File: src/rtl/trinity_pkg.sv
// Shared ternary types and helpers for the trinity genome mutator.
// Trit encoding: 00=0, 01=+1, 10=-1, 11=invalid.
package trinity_pkg;

    typedef logic [1:0] trit_t;

    localparam trit_t TRIT_ZERO = 2'b00;
    localparam trit_t TRIT_POS  = 2'b01;
    localparam trit_t TRIT_NEG  = 2'b10;
    localparam trit_t TRIT_INV  = 2'b11;

    typedef enum logic {
        APPLY = 1'b0,
        DUMP  = 1'b1
    } state_t;

    // Clamped ternary sum; an invalid addend acts as zero.
    function automatic trit_t trit_sat_add(trit_t a, trit_t b);
        trit_t r;
        r = a;
        if (b == TRIT_POS) begin
            r = (a == TRIT_NEG) ? TRIT_ZERO : TRIT_POS;
        end else if (b == TRIT_NEG) begin
            r = (a == TRIT_POS) ? TRIT_ZERO : TRIT_NEG;
        end
        return r;
    endfunction

endpackage

File: src/rtl/trinity_sat_counter.sv
// Saturating up-counter for the mutator statistics.
// Holds at all-ones instead of wrapping.
module trinity_sat_counter #(
    parameter int CNT_W = 16
) (
    input  logic             clk,
    input  logic             rst_n,
    input  logic             inc,
    output logic [CNT_W-1:0] count
);

    // Count up on inc, stick at the maximum value.
    always_ff @(posedge clk) begin
        if (!rst_n) begin
            count <= '0;
        end else if (inc && (count != '1)) begin
            count <= count + 1'b1;
        end
    end

endmodule

File: src/rtl/trinity_genome_mutator.sv
// Applies ternary mutations to a genome and streams it out
// after every full pass, stalling the sequencer meanwhile.
module trinity_genome_mutator
    import trinity_pkg::*;
#(
    parameter int GENOME_LEN = 16,
    parameter int IDX_W      = $clog2(GENOME_LEN),
    parameter int CNT_W      = 16
) (
    input  logic             clk,
    input  logic             rst_n,
    input  logic             run,
    output logic             seq_enable,
    input  logic             trit_valid,
    input  logic [1:0]       mutation_trit,
    output logic             gene_valid,
    input  logic             gene_ready,
    output logic [1:0]       gene_out,
    output logic [IDX_W-1:0] gene_idx,
    output logic [CNT_W-1:0] gen_count,
    output logic [CNT_W-1:0] mut_count,
    output logic [CNT_W-1:0] err_count,
    output logic             err_flag
);

    localparam logic [IDX_W-1:0] LAST = IDX_W'(GENOME_LEN - 1);

    state_t           state, state_n;
    trit_t            genome [GENOME_LEN];
    logic [IDX_W-1:0] ptr;
    logic [IDX_W-1:0] dump_idx;
    logic             skid_valid;
    trit_t            skid_trit;

    logic             accept;
    trit_t            cur_trit;
    logic             dump_fire;
    logic             mut_inc;
    logic             err_inc;
    logic             gen_inc;

    // Outputs are forced idle while reset is asserted.
    always_comb begin
        seq_enable = rst_n && run && (state == APPLY) && !skid_valid;
        gene_valid = rst_n && (state == DUMP);
        gene_out   = gene_valid ? genome[dump_idx] : TRIT_ZERO;
        gene_idx   = gene_valid ? dump_idx : '0;
    end

    // Next state and per-cycle control; skid wins over a live trit.
    always_comb begin
        state_n   = state;
        accept    = 1'b0;
        cur_trit  = TRIT_ZERO;
        dump_fire = 1'b0;
        case (state)
            APPLY: begin
                accept   = skid_valid || trit_valid;
                cur_trit = skid_valid ? skid_trit : trit_t'(mutation_trit);
                if (accept && (ptr == LAST)) begin
                    state_n = DUMP;
                end
            end
            DUMP: begin
                dump_fire = gene_ready;
                if (gene_ready && (dump_idx == LAST)) begin
                    state_n = APPLY;
                end
            end
            default: state_n = APPLY;
        endcase
        mut_inc = accept && ((cur_trit == TRIT_POS) || (cur_trit == TRIT_NEG));
        err_inc = (accept && (cur_trit == TRIT_INV))
               || ((state == DUMP) && trit_valid && skid_valid);
        gen_inc = dump_fire && (dump_idx == LAST);
    end

    // State register.
    always_ff @(posedge clk) begin
        if (!rst_n) begin
            state <= APPLY;
        end else begin
            state <= state_n;
        end
    end

    // Genome, pointers, skid entry and sticky error flag.
    always_ff @(posedge clk) begin
        if (!rst_n) begin
            for (int i = 0; i < GENOME_LEN; i++) begin
                genome[i] <= TRIT_ZERO;
            end
            ptr        <= '0;
            dump_idx   <= '0;
            skid_valid <= 1'b0;
            skid_trit  <= TRIT_ZERO;
            err_flag   <= 1'b0;
        end else begin
            if (accept) begin
                genome[ptr] <= trit_sat_add(genome[ptr], cur_trit);
                if (ptr == LAST) begin
                    ptr      <= '0;
                    dump_idx <= '0;
                end else begin
                    ptr <= ptr + 1'b1;
                end
            end
            if ((state == APPLY) && skid_valid) begin
                skid_valid <= 1'b0;
            end
            if ((state == DUMP) && trit_valid && !skid_valid) begin
                skid_valid <= 1'b1;
                skid_trit  <= trit_t'(mutation_trit);
            end
            if (dump_fire) begin
                dump_idx <= (dump_idx == LAST) ? '0 : dump_idx + 1'b1;
            end
            if (err_inc) begin
                err_flag <= 1'b1;
            end
        end
    end

    trinity_sat_counter #(.CNT_W(CNT_W)) u_gen_cnt (
        .clk   (clk),
        .rst_n (rst_n),
        .inc   (gen_inc),
        .count (gen_count)
    );

    trinity_sat_counter #(.CNT_W(CNT_W)) u_mut_cnt (
        .clk   (clk),
        .rst_n (rst_n),
        .inc   (mut_inc),
        .count (mut_count)
    );

    trinity_sat_counter #(.CNT_W(CNT_W)) u_err_cnt (
        .clk   (clk),
        .rst_n (rst_n),
        .inc   (err_inc),
        .count (err_count)
    );

endmodule
File: config.mk
export PLATFORM = sky130hd
export DESIGN_NAME = trinity_genome_mutator
export DESIGN_NICKNAME = d
export VERILOG_FILES = /design/src/rtl/trinity_pkg.sv /design/src/rtl/trinity_sat_counter.sv /design/src/rtl/trinity_genome_mutator.sv
export SDC_FILE = /design/constraint.sdc
export NUM_CORES = 1
export LEC_CHECK = 0
export ABC_AREA = 1
export CORE_AREA = 2 2 146 91
export CTS_BUF_LIST = sky130_fd_sc_hd__clkbuf_8
export DETAILED_ROUTE_END_ITERATION = 7
export DIE_AREA = 0 0 148 93
export HOLD_SLACK_MARGIN = 0.05
export PLACE_DENSITY = 0.7
export SETUP_SLACK_MARGIN = 0.2
export SYNTH_ARGS = -nofsm -noshare
export SYNTH_HDL_FRONTEND = slang
export SYNTH_SLANG_ARGS = --single-unit
export TNS_END_PERCENT = 1
File: constraint.sdc
create_clock -name clk -period 2.2 [get_ports clk]
set_clock_uncertainty 0.2 [all_clocks]
set_input_delay 0.44 -clock clk [delete_from_list [all_inputs] [get_ports clk]]
set_output_delay 0.44 -clock clk [all_outputs]
set_load 0.01 [all_outputs]
==> impl_metrics.py, run 1 <==
metrics = {
    "status": {
        "status": "complete, but fails checks",
        "violations": "setup timing",
    },
    "timing": {
        "fmax_mhz": 449.7,
        "fin_crit_sh_pct": 101.1,
        "slew_headroom_pct": 70.25,
        "whs_ps": 274.9,
        "slew_viol_final": 0,
        "hold_viol_final": 0,
        "fin_tns_setup_ps": -34.41,
        "setup_slack_ps": -23.69,
        "rsz0062_at_grt": "yes",
        "finalCriticalPeriod_ps": 2224,
        "setup-violations-final": 2,
        "worst_pin_slew_ps": 446.2,
    },
    "global_routing": {
        "grt.total_usage_pct": 21.67,
        "antenna_found_initial": 0,
        "grt_overflow": 0,
        "grt_pass1_vias": 4786,
        "grt_max_degree": 40,
        "grt_pass1_wl_um": 23890,
    },
    "setup_path": {
        "crit-reg2reg-capture": "genome[2][0]",
        "worstSetupStartpointType": "register",
        "ff2ff_path_depth": 10,
        "rr_startpoint": "genome[12][0]",
        "required_ps": 1560,
        "crit_arrival_ps": 1580,
        "path_class": "register to output port",
        "ff2ff_setup_slack_ps": 330,
        "setup.worst_path.end": "gene_out[1]",
        "end_kind": "output port",
        "crit_fanout": 10,
    },
    "route": {
        "drtPass1Iterations": 6,
        "detail_route.wl_per_cell_um": 13.71,
        "viasPerCell": 5.031,
        "drc_errors": 0,
        "vias": 5338,
        "first_iter_violations": 548,
        "antenna_left": 0,
        "wirelength_um": 14550,
    },
    "synth": {
        "synth_top_family_by_area": "simple AND/OR/NAND/NOR gates",
        "yosys.area_share.simple_pct": 31.30,
        "synth_top_area_share_pct": 25.13,
        "synthArstFlopShare_pct": 0,
        "yosysUniqueCellTypes": 35,
        "syn_avg_cell_area_sq_um": 7.111,
        "synth_edf_count": 32,
        "syn_area_sq_um": 5497,
        "synthCells": 773,
        "yosysMostFrequentCell": "nand2_1",
        "synth_warnings": 0,
        "syn_nets": 788,
        "yosys.area.top_type": "dfxtp_1",
        "synth-seq-cells": 101,
        "synth_xor_area_share_pct": 4.940,
        "ys.flop_type": "dfxtp_1",
        "synth_mux_area_share_pct": 0,
        "synthAdderAreaFrac_pct": 1.821,
        "synth_compound_area_share_pct": 10.45,
        "ys_seq_area_share_pct": 42.61,
        "ys_top_cells_by_count": "189 x nand2_1, 97 x nor2_1, 91 x inv_1",
        "synthTopCellsByArea": "dfxtp_1 25%, edfxtp_1 17%, nand2_1 13%",
    },
    "power": {
        "leakagePower_nw": 3.197,
        "power_density_nw_per_um2": 498.5,
        "irDropWorstVdd_uv": 309.7,
        "total_power_mw": 3.584,
    },
    "layout": {
        "drive_gt1_share_pct": 18.86,
        "antenna_cells": 0,
        "synthToLayoutAreaGrowth_pct": 30.82,
        "layout.nets": 901,
        "fillers": 1143,
    },
    "floorplanning": {
        "rows": 32,
        "dieArea_sq_um": 13760,
        "core_sq_um": 12490,
        "die_x_um": 148,
        "ioPinCount": 64,
        "initial_core_util_pct": 44.00,
        "fp.dieH_um": 93,
    },
    "clocking": {
        "ctsHoldBuffers": 0,
        "htree_levels": 3,
        "cts.path.max_buffers": 2,
        "postCtsSetupRepairBufs": 0,
        "tritoncts": "yes",
        "cts_root_buf": "clkbuf_8",
        "cts.sinks": 101,
        "clk_latency_ps": 380,
        "path_clk_slew_ps": 90,
        "cts_buffers": 9,
    },
    "min_path": {
        "hold_class": "register to register",
        "holdPathStages": 1,
    },
    "placed_design": {
        "hpwl_um": 10820,
        "io_buffers": 63,
        "place_congestion": 1.003,
    },
    "flow_run": {
        "maxCapViolCount": 0,
    },
}
-- kinds of logic after synthesis --
family                   after synthesis
AO/OA/AOI/OAI                        110
XOR/XNOR                              31
adder cells (fa/ha/maj)                8
buffers and inverters                122
flip-flops                           101
AND/OR/NAND/NOR                      401
-- cells in the final DEF, fill, tap and decap left out, drive strengths merged, types with 3 or more instances in the layout --
cell,instances
nand2,195
nor2,101
inv,99
nand3,78
dfxtp,69
a21oi,67
buf,65
o21ai,39
edfxtp,32
clkdlybuf4s50,31
xor2,19
dlymetal6s2s,16
dlygate4sd2,13
xnor2,12
clkbuf,11
nor3,10
nand4,10
ha,8
or2,3
-- worst max-delay path, cell delays in order, from the launching register on --
cell	delay, ps
dfxtp_4	380
buf_12	140
a21oi_1	130
o21ai_1	80
nand3_1	90
nand3_1	80
a21oi_1	160
buf_2	150
-- through the flow --
stage / util (%) / cell area, sq um / std cells / setup slack, ps
finish: 57.56 / 7191 / 1061 / -23.69
global route: 57.56 / 7191 / 1061 / -101.4
CTS: 56.55 / 7064 / 1061 / -11.54
detailed placement: 54.25 / 6777 / 1044 / -419.9
global placement: 54.25 / 6777 / 1044 / -387.1
floorplan: - / 5497 / 773 / 288.1
-- where the power goes --
group          switching [mW]  internal (mW)
clock                   0.673          0.566
combinational           0.223          0.156
sequential             0.0245           1.94
total                   0.920           2.66
-- worst min-delay path by stage --
stage | startpoint | to | slack (ps)
CTS | u_gen_cnt.count[0] | u_gen_cnt.count[0] | 280
floorplan | dump_idx[3] | register | 270
global route | u_gen_cnt.count[4] | u_gen_cnt.count[4] | 300
global placement | u_gen_cnt.count[0] | u_gen_cnt.count[0] | 290
finish | u_gen_cnt.count[4] | u_gen_cnt.count[4] | 270
detailed placement | u_err_cnt.count[3] | u_err_cnt.count[3] | 280
-- registers in the layout, indices dropped and copies added (netlist names), named ones only --
signal / flops
ptr: 4
err_flag: 1
u_mut_cnt.count: 16
u_err_cnt.count: 16
u_gen_cnt.count: 16
dump_idx: 4
skid_valid: 1
state: 1
skid_trit: 2
genome: 32
-- layer usage --
layer / wire length [um] / share of wire [%] / global-route usage [%] / vias up
li1: - / - / - / 2719
met1: 7452 / 51 / 34.09 / 2400
met2: 5723 / 39 / 29.67 / 213
met3: 1296 / 8.9 / 5.610 / 6
met4: 75 / 0.52 / 3.651 / 0
met5: 0 / 0 / 0 / -
-- repair_timing --
item	4_1_cts	5_1_grt
gates resized for setup	78	54
gates cloned	1	0
hold endpoints to repair	0	0
endpoints found under the setup margin	46	95
pin swaps	3	1
-- final cells by class --
| type | count | area, sq um | share of cell area [%] |
|---|---|---|---|
| clock buffer | 10 | 137.6 | 1.914 |
| clock inverter | 6 | 70.07 | 0.9744 |
| timing repair buffer | 127 | 1245 | 17.31 |
| inverter | 97 | 366.6 | 5.098 |
| multi-input combinational | 550 | 2744 | 38.16 |
| tap | 170 | 212.7 | 2.958 |
| sequential | 101 | 2415 | 33.58 |
No activity file was read; power rests on OpenSTA's default activity.
==> run 2: changes to the inputs <==
--- a/config.mk
+++ b/config.mk
@@ -12,6 +12,7 @@
 export DIE_AREA = 0 0 148 93
 export HOLD_SLACK_MARGIN = 0.05
 export PLACE_DENSITY = 0.7
+export REMOVE_ABC_BUFFERS = 1
 export SETUP_SLACK_MARGIN = 0.2
 export SYNTH_ARGS = -nofsm -noshare
 export SYNTH_HDL_FRONTEND = slang
==> run 2 against run 1 <==
Effect of this change:
- the run still ends with setup timing left
- core utilization increased by 0.38 points
- worst setup slack worse by 26 ps
- sequential share of layout area fell by 0.13 points
- hold slack got worse by 17 ps
- combinational power is 5% lower
- routed wire length is 3.0% lower
- sequential power barely moved
- design area is 0.66% higher
- global-route usage decreased by 0.95 points
- count of clock-buffer cells in the layout rose by 1
- clock power increased by 7%
- critical path type unchanged
==> impl_metrics.py, run 2 (same netlist as run 1, synthesis figures left out) <==
metrics = {
    "flow_run": {
        "maxCapViolCount": 0,
    },
    "min_path": {
        "hold_class": "register to register",
        "hold_start": "u_gen_cnt.count[4]",
        "min_to": "u_gen_cnt.count[4]",
        "holdPathStages": 1,
    },
    "timing": {
        "fmax_mhz": 444.6,
        "finalCriticalPeriod_ps": 2249,
        "slew_headroom_pct": 66.65,
        "setup_slack_ps": -49.45,
        "slew_viol_final": 0,
        "worst_pin_slew_ps": 496.5,
        "rsz0062_at_grt": "yes",
        "setup-violations-final": 2,
        "fin_crit_sh_pct": 102.2,
        "hold_viol_final": 0,
    },
    "layout": {
        "top_register": "genome",
        "finalNonFillerCells": 1056,
        "final_cell_mix": "183 x nand2_1, 91 x inv_1, 91 x nor2_1",
        "layout.nets": 895,
        "seqCellArea_sq_um": 2421,
        "synthToLayoutAreaGrowth_pct": 31.69,
        "drive_gt1_share_pct": 20.11,
        "mostFrequentLayoutCell": "nand2_1",
        "largest_reg_flops": 32,
        "fillers": 1130,
        "multi_input_area_sq_um": 2826,
    },
    "clocking": {
        "cts.sinks": 101,
        "cts.path.max_buffers": 2,
        "htree_levels": 3,
        "cts_buffers": 9,
        "tritoncts": "yes",
        "path_clk_slew_ps": 90,
        "cts_root_buf": "clkbuf_8",
        "clk_latency_ps": 370,
    },
    "route": {
        "drc_errors": 0,
        "antenna_left": 0,
        "first_iter_violations": 497,
        "detail_route.wl_per_cell_um": 13.36,
        "vias": 5187,
        "drtPass1Iterations": 5,
        "viasPerCell": 4.912,
        "wirelength_um": 14110,
    },
    "placed_design": {
        "place_congestion": 0.9211,
        "dp.cells": 1036,
        "hpwl_um": 9909,
        "io_buffers": 63,
    },
    "floorplanning": {
        "die_x_um": 148,
        "core_sq_um": 12490,
        "ioPinCount": 64,
        "fp.dieH_um": 93,
        "rows": 32,
        "dieArea_sq_um": 13760,
        "initial_core_util_pct": 44.00,
    },
    "setup_path": {
        "crit_arrival_ps": 1610,
        "ff2ff_path_depth": 10,
        "required_ps": 1560,
        "cp_num_buf_inv": 2,
        "crit_slowest_cell": "dfxtp_4",
        "end_kind": "output port",
        "worstSetupStartpointType": "register",
        "crit-reg2reg-capture": "genome[10][1]",
        "crit_fanout": 5,
        "slowest_delay_ps": 390,
        "crit_chain": "buf_12, a21oi_4, o21ai_2, nand3_1, nand3_1, a21oi_1, buf_2",
        "cpLargestDelayFamily": "flip-flops",
        "ff2ff_setup_slack_ps": 310,
        "path_class": "register to output port",
        "cpMostUsedCell": "nand3_1",
    },
    "status": {
        "violations": "setup timing",
        "status": "complete, but fails checks",
    },
    "global_routing": {
        "grt_max_degree": 44,
        "grt.total_usage_pct": 20.72,
        "grt_overflow": 0,
        "antenna_found_initial": 1,
        "grt_pass1_vias": 4661,
        "grt_pass1_wl_um": 22910,
    },
    "power": {
        "leakagePower_nw": 3.078,
        "power_density_nw_per_um2": 505.1,
        "irDropWorstVdd_uv": 261.2,
        "total_power_mw": 3.656,
    },
}
==> run 2: stage by stage <==
step	setup TNS (ps)	hold slack [ps]	worst slack (ps)	util [%]	instance area, sq um
3_5_place_dp	-8617	267.0	-397.7	53.57	6691
2_1_floorplan	0	266.6	174.1	-	5373
6_report	-89.98	258.2	-49.45	57.94	7238
5_1_grt	-239.9	287.5	-126.2	57.92	7236
4_1_cts	-23.57	289.9	-12.85	56.28	7030
3_3_place_gp	-7461	272.1	-333.4	53.57	6691
==> run 2: what timing repair did <==
item | CTS | global route
buffers inserted | 1 | 0
setup endpoints to repair | 73 | 125
resized for setup | 75 | 68
pin swaps | 7 | 14
hold buffers | 0 | 0
gates cloned | 1 | 1
==> run 2: worst max path at each step <==
stage	to	slack (ps)	cells after the start
floorplan	gene_out[1]	170	6
global placement	gene_out[1]	-330	4
detailed placement	gene_out[0]	-400	4
CTS	gene_out[0]	-10	7
global route	gene_out[1]	-130	7
finish	gene_out[1]	-50	7
==> run 2: where the power goes <==
group	leakage (nW)	total [mW]	internal, mW	switching [mW]
Sequential	0.913	1.97	1.94	0.0276
Clock	0.122	1.33	0.698	0.631
Combinational	2.04	0.359	0.139	0.220
Total	3.08	3.66	2.78	0.879
==> run 2: cell type report <==
cell class / instances / share of cell area (%)
Antenna cell: 1 / 0.03457
Inverter: 97 / 5.065
Clock inverter: 5 / 1.054
Multi-Input combinational cell: 550 / 39.05
Timing Repair Buffer: 121 / 16.32
Sequential cell: 101 / 33.45
Tap cell: 170 / 2.939
Clock buffer: 11 / 2.092
==> run 2: per-layer routing <==
| layer | track usage [%] | vias up | wire length, um |
|---|---|---|---|
| met4 | 4.048 | 0 | 92 |
| li1 | - | 2710 | - |
| met5 | 0 | - | 0 |
| met1 | 33.84 | 2292 | 7591 |
| met3 | 4.585 | 12 | 1055 |
| met2 | 27.12 | 173 | 5366 |
==> run 3: changes to the inputs <==
--- a/config.mk
+++ b/config.mk
@@ -11,7 +11,7 @@
 export DETAILED_ROUTE_END_ITERATION = 7
 export DIE_AREA = 0 0 148 93
 export HOLD_SLACK_MARGIN = 0.05
-export PLACE_DENSITY = 0.7
+export PLACE_DENSITY_LB_ADDON = 0.12
 export REMOVE_ABC_BUFFERS = 1
 export SETUP_SLACK_MARGIN = 0.2
 export SYNTH_ARGS = -nofsm -noshare
==> run 3 against run 2 <==
Effect of this change:
- worst setup slack got worse by 92 ps
- register-to-register slack got worse by 50 ps
- total power increased by 0.64%
- via count increased by 2.8%
- global-route usage increased by 1.7 points
- non-clock buffer count increased by 6
- first-iteration DRC count decreased by 8.5%
- the run still ends with setup timing left
- maximum frequency decreased by 3.9%
- cell count increased by 0.57%
- critical path depth unchanged
==> impl_metrics.py, run 3 (same netlist as run 1, synthesis figures left out) <==
metrics = {
    "placed_design": {
        "place_congestion": 0.8907,
        "hpwl_um": 11110,
        "dp.cells": 1041,
        "io_buffers": 63,
    },
    "layout": {
        "multi_input_area_sq_um": 2749,
        "layout.nets": 902,
        "top_register": "genome",
        "mostFrequentLayoutCell": "nand2_1",
        "synthToLayoutAreaGrowth_pct": 30.32,
        "fillers": 1185,
        "final_cell_mix": "187 x nand2_1, 95 x nor2_1, 89 x inv_1",
        "drive_gt1_share_pct": 20.40,
        "seqCellArea_sq_um": 2424,
        "largest_reg_flops": 32,
        "finalNonFillerCells": 1062,
        "antenna_cells": 0,
        "utilization_pct": 57.34,
    },
    "global_routing": {
        "grt.total_usage_pct": 22.45,
        "grt_busiest_layer": "met2",
        "grt_max_degree": 44,
        "grt_pass1_wl_um": 24760,
        "grt_use_met3_pct": 4.732,
        "use_met2_pct": 33.83,
        "grt_overflow": 0,
        "grt_pass1_vias": 4927,
        "grt_use_met1_pct": 33.25,
        "antenna_found_initial": 0,
    },
    "timing": {
        "fin_tns_setup_ps": -283.0,
        "worst_pin_slew_ps": 506.5,
        "setup-violations-final": 2,
        "setup_slack_ps": -141.9,
        "finalCriticalPeriod_ps": 2342,
        "rsz0062_at_grt": "yes",
        "hold_viol_final": 0,
        "slew_headroom_pct": 66.08,
        "fin_crit_sh_pct": 106.4,
        "fmax_mhz": 427.0,
        "slew_viol_final": 0,
    },
    "status": {
        "violations": "setup timing",
        "status": "complete, but fails checks",
    },
    "setup_path": {
        "cpMostUsedCell": "nand3_1",
        "worstSetupStartpointType": "register",
        "end_kind": "output port",
        "slowest_delay_ps": 400,
        "required_ps": 1560,
        "crit_chain": "clkinvlp_4, a21oi_2, o21ai_0, nand3_1, nand3_1, a21oi_1, buf_2",
        "path_class": "register to output port",
        "crit_slowest_cell": "dfxtp_4",
        "cpLargestDelayFamily": "flip-flops",
        "crit_arrival_ps": 1700,
        "cp_num_buf_inv": 2,
        "crit_fanout": 6,
    },
    "route": {
        "drtPass1Iterations": 5,
        "wirelength_um": 15270,
        "drc_errors": 0,
        "detail_route.wl_per_cell_um": 14.38,
        "viasPerCell": 5.022,
        "antenna_left": 0,
        "vias": 5333,
        "first_iter_violations": 455,
    },
    "floorplanning": {
        "initial_core_util_pct": 44.00,
        "ioPinCount": 64,
        "core_sq_um": 12490,
        "fp.dieH_um": 93,
        "die_x_um": 148,
        "rows": 32,
        "dieArea_sq_um": 13760,
    },
    "clocking": {
        "tritoncts": "yes",
        "path_clk_slew_ps": 100,
        "cts_root_buf": "clkbuf_8",
        "htree_levels": 3,
        "cts.path.max_buffers": 2,
        "cts.sinks": 101,
        "ctsHoldBuffers": 0,
        "cts_buffers": 9,
        "clk_latency_ps": 370,
    },
    "power": {
        "leakagePower_nw": 2.935,
        "power_density_nw_per_um2": 513.6,
        "total_power_mw": 3.679,
        "irDropWorstVdd_uv": 276.3,
    },
    "flow_run": {
        "maxCapViolCount": 0,
    },
    "min_path": {
        "hold_class": "register to register",
    },
}
==> run 3: changes by cell type in the layout (fill, tap and decap cells not counted), moves of 5 or more <==
cell,change
dfxtp_2,+8
o21ai_2,-5
clkbuf_2,+5
dfxtp_1,-6
buf_4,+7
o21ai_0,+9
a21oi_1,+5
clkdlybuf4s50_1,+7
dlygate4sd2_1,-7
==> run 3: metrics by stage <==
| step | worst slack, ps | hold WS (ps) | cell area (sq um) |
|---|---|---|---|
| 4_1_cts | -146.4 | 269.3 | 7034 |
| 6_report | -141.9 | 271.5 | 7163 |
| 3_3_place_gp | -388.1 | 257.9 | 6754 |
| 2_1_floorplan | 174.1 | 266.6 | 5373 |
| 3_5_place_dp | -400.1 | 274.1 | 6754 |
| 5_1_grt | -296.6 | 293.3 | 7163 |
==> run 3: repair_timing <==
action                     in CTS  in global routing
cloned                          1                  0
gates resized for setup        64                 57
setup endpoints to repair      62                 96
pin swaps                       3                  7
buffers inserted                0                  4
==> run 3: worst register-to-register path: stages, from the launching register on <==
cell     delay (ps)
dfxtp_2         340
buf_12          150
or2_2           300
nand3_1          70
nand3_1          90
nand3_2          80
nand2_1          50
nand2_1          50
nand2_1          60
inv_2           100
buf_12          150
nor2_1           50
==> run 3: where the power goes <==
group	switching (mW)	internal [mW]	total [mW]
combinational	0.227	0.145	0.372
sequential	0.0221	1.94	1.96
clock	0.695	0.648	1.34
==> run 3: final timing paths <==
kind	start	to	slack, ps	cells after the start
worst max-delay path	register	gene_out[1]	-140	7
worst min-delay path	u_gen_cnt.count[0]	u_gen_cnt.count[0]	270	1
worst max register to register	register	genome[6][0]	260	11
worst min register to register	u_gen_cnt.count[0]	u_gen_cnt.count[0]	270	1
==> run 3: routing by layer <==
metal  share of wire, %  routed length, um  vias up
li1                   -                  -     2716
met1                 51               7788     2445
met2                 42               6413      161
met3                6.2                952       11
met4               0.75                114        0
met5                  0                  0        -
==> run 3: area by class of cell <==
| cell class | instances | share of cell area, % |
|---|---|---|
| multi-input cells | 550 | 38.38 |
| flip-flops and latches | 101 | 33.83 |
| repair buffers | 127 | 16.40 |
| inverters | 97 | 5.223 |
| well taps | 170 | 2.969 |
| clock buffers | 9 | 1.729 |
| clock inverters | 7 | 1.362 |
| repair inverters | 1 | 0.1048 |
